===== src/rtl/gf180mcu_fd_sc_mcu7t5v0__bist_pkg.sv =====
// rtl/gf180mcu_fd_sc_mcu7t5v0__bist_pkg.sv - shared types and golden functions for the cell BIST controllers
package gf180mcu_fd_sc_mcu7t5v0__bist_pkg;

    localparam int VEC_W = 4;

    typedef enum logic [2:0] {
        IDLE,
        APPLY,
        SETTLE,
        SAMPLE,
        FIN
    } bist_state_t;

    // vec = {A1,A2,B,C}
    function automatic logic oai211_exp(input logic [VEC_W-1:0] vec);
        return ~((vec[3] | vec[2]) & vec[1] & vec[0]);
    endfunction

endpackage


===== src/rtl/gf180mcu_fd_sc_mcu7t5v0__bist_settle_tmr.sv =====
// rtl/gf180mcu_fd_sc_mcu7t5v0__bist_settle_tmr.sv - loadable 4-bit settle down-counter with zero flag
module gf180mcu_fd_sc_mcu7t5v0__bist_settle_tmr (
    input  logic       i_clk,
    input  logic       i_rst_n,
    input  logic       i_load,
    input  logic [3:0] i_load_val,
    input  logic       i_dec,
    output logic       o_zero
);

    logic [3:0] r_cnt;

    always_ff @(posedge i_clk or negedge i_rst_n) begin
        if (!i_rst_n) begin
            r_cnt <= '0;
        end else if (i_load) begin
            r_cnt <= i_load_val;
        end else if (i_dec && (r_cnt != 4'd0)) begin
            r_cnt <= r_cnt - 4'd1;
        end
    end

    assign o_zero = (r_cnt == 4'd0);

endmodule


===== src/rtl/gf180mcu_fd_sc_mcu7t5v0__oai211_bist_ctrl.sv =====
// rtl/gf180mcu_fd_sc_mcu7t5v0__oai211_bist_ctrl.sv - 16-vector BIST sequencer for one oai211 cell
module gf180mcu_fd_sc_mcu7t5v0__oai211_bist_ctrl
    import gf180mcu_fd_sc_mcu7t5v0__bist_pkg::*;
#(
    parameter int SETTLE_CYC = 2,
    parameter int ERR_W      = 5
) (
`ifdef USE_POWER_PINS
    inout  wire              VDD,
    inout  wire              VSS,
`endif
    input  logic             CLK,
    input  logic             RN,
    input  logic             START,
    input  logic             ABORT,
    output logic             A1,
    output logic             A2,
    output logic             B,
    output logic             C,
    input  logic             ZN,
    output logic             BUSY,
    output logic             DONE,
    output logic             PASS,
    output logic [ERR_W-1:0] ERR_CNT,
    output logic             FAIL_VLD,
    output logic [3:0]       FAIL_VEC
);

    localparam logic [3:0]       SETTLE_LD = 4'(SETTLE_CYC - 1);
    localparam logic [VEC_W-1:0] VEC_LAST  = '1;

    bist_state_t      r_state;
    bist_state_t      w_state_nxt;
    logic [VEC_W-1:0] r_vec;
    logic [VEC_W-1:0] r_stim;
    logic             r_busy;
    logic             r_done;
    logic [ERR_W-1:0] r_err_cnt;
    logic             r_fail_vld;
    logic [VEC_W-1:0] r_fail_vec;

    logic w_active;
    logic w_start_go;
    logic w_abort_go;
    logic w_mis;
    logic w_tmr_load;
    logic w_tmr_dec;
    logic w_tmr_zero;

    assign w_active   = (r_state == APPLY) || (r_state == SETTLE) || (r_state == SAMPLE);
    assign w_start_go = START && !ABORT && ((r_state == IDLE) || (r_state == FIN));
    assign w_abort_go = ABORT && w_active;
    // 4-state compare so an X/Z from an open or contended cell output is a mismatch
    assign w_mis      = (ZN !== oai211_exp(r_vec));

    gf180mcu_fd_sc_mcu7t5v0__bist_settle_tmr u_settle_tmr (
        .i_clk      (CLK),
        .i_rst_n    (RN),
        .i_load     (w_tmr_load),
        .i_load_val (SETTLE_LD),
        .i_dec      (w_tmr_dec),
        .o_zero     (w_tmr_zero)
    );

    always_ff @(posedge CLK or negedge RN) begin
        if (!RN) begin
            r_state <= IDLE;
        end else begin
            r_state <= w_state_nxt;
        end
    end

    always_comb begin
        w_state_nxt = r_state;
        w_tmr_load  = 1'b0;
        w_tmr_dec   = 1'b0;
        case (r_state)
            IDLE, FIN: begin
                if (w_start_go) w_state_nxt = APPLY;
            end
            APPLY: begin
                w_state_nxt = SETTLE;
                w_tmr_load  = 1'b1;
            end
            SETTLE: begin
                if (w_tmr_zero) w_state_nxt = SAMPLE;
                else            w_tmr_dec   = 1'b1;
            end
            SAMPLE: begin
                w_state_nxt = (r_vec == VEC_LAST) ? FIN : APPLY;
            end
            default: w_state_nxt = IDLE;
        endcase
        if (w_abort_go) w_state_nxt = IDLE;
    end

    always_ff @(posedge CLK or negedge RN) begin
        if (!RN) begin
            r_vec      <= '0;
            r_stim     <= '0;
            r_busy     <= 1'b0;
            r_done     <= 1'b0;
            r_err_cnt  <= '0;
            r_fail_vld <= 1'b0;
            r_fail_vec <= '0;
        end else if (w_start_go) begin
            r_vec      <= '0;
            r_busy     <= 1'b1;
            r_done     <= 1'b0;
            r_err_cnt  <= '0;
            r_fail_vld <= 1'b0;
            r_fail_vec <= '0;
        end else if (w_abort_go) begin
            // partial error results are kept for the test master to read
            r_busy <= 1'b0;
            r_stim <= '0;
        end else begin
            case (r_state)
                APPLY: r_stim <= r_vec;
                SAMPLE: begin
                    if (w_mis) begin
                        if (r_err_cnt != '1) r_err_cnt <= r_err_cnt + ERR_W'(1);
                        if (!r_fail_vld) begin
                            r_fail_vld <= 1'b1;
                            r_fail_vec <= r_vec;
                        end
                    end
                    if (r_vec == VEC_LAST) begin
                        r_done <= 1'b1;
                        r_busy <= 1'b0;
                        r_stim <= '0;
                    end else begin
                        r_vec <= r_vec + VEC_W'(1);
                    end
                end
                default: ;
            endcase
        end
    end

    assign {A1, A2, B, C} = r_stim;
    assign BUSY     = r_busy;
    assign DONE     = r_done;
    assign PASS     = r_done & (r_err_cnt == '0);
    assign ERR_CNT  = r_err_cnt;
    assign FAIL_VLD = r_fail_vld;
    assign FAIL_VEC = r_fail_vec;

endmodule

===== config.mk =====
export PLATFORM = sky130hd
export DESIGN_NAME = gf180mcu_fd_sc_mcu7t5v0__oai211_bist_ctrl
export DESIGN_NICKNAME = d
export VERILOG_FILES = /design/src/rtl/gf180mcu_fd_sc_mcu7t5v0__bist_pkg.sv /design/src/rtl/gf180mcu_fd_sc_mcu7t5v0__bist_settle_tmr.sv /design/src/rtl/gf180mcu_fd_sc_mcu7t5v0__oai211_bist_ctrl.sv
export SDC_FILE = /design/constraint.sdc
export NUM_CORES = 1
export LEC_CHECK = 0
export BUFFER_PORTS_ARGS = -buffer_cell sky130_fd_sc_hd__buf_2
export CAP_MARGIN = 20
export CORE_MARGIN = 3
export CORE_UTILIZATION = 30
export CTS_CLUSTER_DIAMETER = 150
export CTS_CLUSTER_SIZE = 24
export DETAILED_ROUTE_END_ITERATION = 7
export SETUP_SLACK_MARGIN = 0.02
export SYNTH_ARGS = -nofsm -noshare
export SYNTH_HDL_FRONTEND = slang
export SYNTH_SLANG_ARGS = --single-unit

===== constraint.sdc =====
create_clock -name CLK -period 2.1 [get_ports CLK]
set_input_delay 0.105 -clock CLK [delete_from_list [all_inputs] [get_ports CLK]]
set_output_delay 0.105 -clock CLK [all_outputs]
set_load 0.05 [all_outputs]

==> metrics.txt <==
critical path type=register to register; # rows=24; CTS tree=done; Max-Slew Margin vs Limit=60.4%; Starting Density=about a third; Worst Path Required=2260 ps; first-pass GRT wire length=just under 5 mm; Synthesized Nets=150; post-synthesis adder-cell area fraction=5.27%; Final ANT Viol Nets=0; CP delay by family, top=flip-flops; antenna diode count=0; Top FF cell, synth=dfrtp_1; setup_tns=0 ps; Lkg Pwr=around 0.84 nW; power density over the cells=~810 nW/um^2; largest family of logic cells by synthesized area=simple AND/OR/NAND/NOR gates; fmax=588 MHz; Reg2Reg Depth=5; EDFF count, synth=0; synth-to-layout area growth=14.6%; GRT Util Overall=between 10% and 20%; Tmin final=roughly 1700 ps; Hold Path Class=primary input to register; nets=172; post-synthesis instance area=~1400 um^2; Vias/cell=4.89; post-CTS setup buffer count=0; sequential cell area fraction in the yosys report=between 40% and 50%; Worst-Skew Late Latency=270 ps; Yosys top cell area share=about 47%; Residual DRC=0; complex-gate fraction of the synthesized area=under 10%; CP peak stage delay=approximately 460 ps; Yosys Warn Count=0; Pins Over Slew Limit=0; most common cell in the netlist=dfrtp_1; xor and xnor fraction of the mapped netlist area=roughly 3.6%; top cell type by total area after synthesis=dfrtp_1; grt ovf=0; Seq cells post-synth=27; H-tree levels=1; DR vias=a little over 1k; Clock Sinks=27; die area=about 5600 um^2; fraction of layout cells with a size suffix above 1=about a fifth; Port Buffer Count=21; RSZ-0062 raised after global routing=no; maximum VDD drop=roughly 0.00048 V; initial drt markers=37; DR WL/cell=around 13 um; final hold vios=0; largest cells by area after synthesis=dfrtp_1 47%, mux2i_1 5.6%, ha_1 5.3%; initial antenna violation count=0; Die Y=between 70 and 80 um; Syn Inst Count=~140; largest net degree at the start of global routing=28; Critical path destination=r_vec[0]; Reg2Reg Setup Slack=between 300 and 400 ps; worst-case clock buffer depth=2; measured slew at the worst slew-check pin=approximately 590 ps; Stages on worst setup path=5; worst r2r src=r_vec[0]; CP arrival=1860 ps; first drt pass iteration count=4; cts bufs inserted=3; Crit path buffers/inverters=0; Routed WL=between 2 and 3 mm; outcome=finished, final reports clean; utilization after layout=between 30% and 40%; ys async rst share=100%; crit path launch=r_vec[0]; # IOs=22; Clock Pin Slew Worst Setup and Hold Paths=roughly 90 ps; period utilization=81.0%; mux share of post-synthesis cell area=under 10%; Worst R2R End=r_vec[0]; Final Setup Violations=0; Synth cell types=39; cts repair resizes=0; post-synthesis simple-gate area fraction=21.6%; clock skew=roughly 2.4 ps; startpoint types=register; core area=between 4000 and 5000 um^2; Crit Path Max Fanout=6; slowest stage cell, crit path=dfrtp_1; cell types with the highest counts after synthesis=27 x dfrtp_1, 16 x nand2_1, 10 x inv_1; Avg Cell Area, Syn=just over 10 um^2; Post-DP HPWL=2.07 mm; crit path cell chain=ha_1 -> and3_1 -> nand3b_1 -> a21o_1 -> mux2_2; Root Buffer=clkbuf_8; vias in the first global route=approximately 1.1k; GP Congestion=between 0.8 and 0.9; Max-Cap Viols=0; die width=74.9 um; CP Capture Type=register
## cell type report
class	count	area, um^2
flip-flops and latches	27	676
well taps	52	65.1
multi-input cells	96	686
repair buffers	23	123
clock buffers	3	41.3
inverters	10	37.5
fillers	450	2840
clock inverters	1	5.00
## worst min path at each step
stage | slack [ps] | start | cells after the start | to
2_1_floorplan | -190 | RN | 0 | BUSY
3_3_place_gp | 150 | RN | 1 | ERR_CNT[2]
3_5_place_dp | 150 | RN | 1 | ERR_CNT[2]
4_1_cts | 130 | ABORT | 2 | r_state[0]
5_1_grt | 140 | ABORT | 2 | r_state[1]
6_report | 130 | START | 3 | r_state[0]
## cells by family after synthesis
family                     count (synthesis)
muxes                                     10
and+or+nand+nor                           55
buffers and inverters                     16
xor gates and xnor gates                   5
DFF                                       27
AOI/OAI and AO/OA                         20
adders and majority gates                  6
## registers in the layout (all words and copies together) (netlist names)
| register | cells |
|---|---|
| BUSY | 1 |
| DONE | 1 |
| ERR_CNT | 5 |
| FAIL_VEC | 4 |
| FAIL_VLD | 1 |
| r_state | 3 |
| r_stim | 4 |
| r_vec | 4 |
| u_settle_tmr.r_cnt | 4 |
## layout by cell type (no fill, tap or decap), drive strengths merged
cell and n:
a21oi 3, dfrtp 27, nand4b 1, a21o 1, nand2b 2, inv 10
o21ai 4, mux2i 8, o211ai 1, nand3 4, o21a 1, o22ai 1
and3 2, clkbuf 3, clkinv 1, nor3b 2, nor4bb 1, xnor2 2
a22oi 4, nor3 5, nor4 1, nand3b 3, a22o 2, or3b 1
nor2b 3, dlygate4sd3 1, a211oi 3, nand4 1, and2 3, buf 22
and4bb 1, nand2 16, mux2 2, nor2 9, ha 6, xor2 3
## what timing repair did
action / 4_1_cts / 5_1_grt
endpoints found under the hold margin: 27 / 0
hold buffers: 1 / 0
setup endpoints to repair: 0 / 0
## power by group
part | internal (W) | switching (W)
Combinational | 0.000135 | 0.000238
Clock | 0.000133 | 0.000160
Sequential | 0.000588 | 0.0000725
Total | 0.000855 | 0.000471
## through the flow
stage	worst slack, ps	cell area, um^2	total power, W	cells	hold slack, ps
finish	400	1630	0.00133	212	129
global route	282	1630	0.00143	212	145
CTS	399	1630	0.00134	212	131
detailed placement	432	1580	0.00104	207	151
global placement	440	1580	0.00104	207	155
floorplan	221	1430	0.000959	139	-191
## routing by layer
metal	vias up	global-route usage, %	routed length [um]
met5	-	0	0
met4	0	2.96	26
met3	2	1.74	79
met2	19	17.2	1220
met1	498	16.5	1460
li1	518	-	-
## worst reg2reg max path, delay by kind of cell, from the launching register on
family	cells	cell delay, ps
muxes	1	250
adders and majority gates	1	280
AOI/OAI and AO/OA	1	200
and+or+nand+nor	2	410
DFF	1	460
Power figures use the tool's default switching activity.
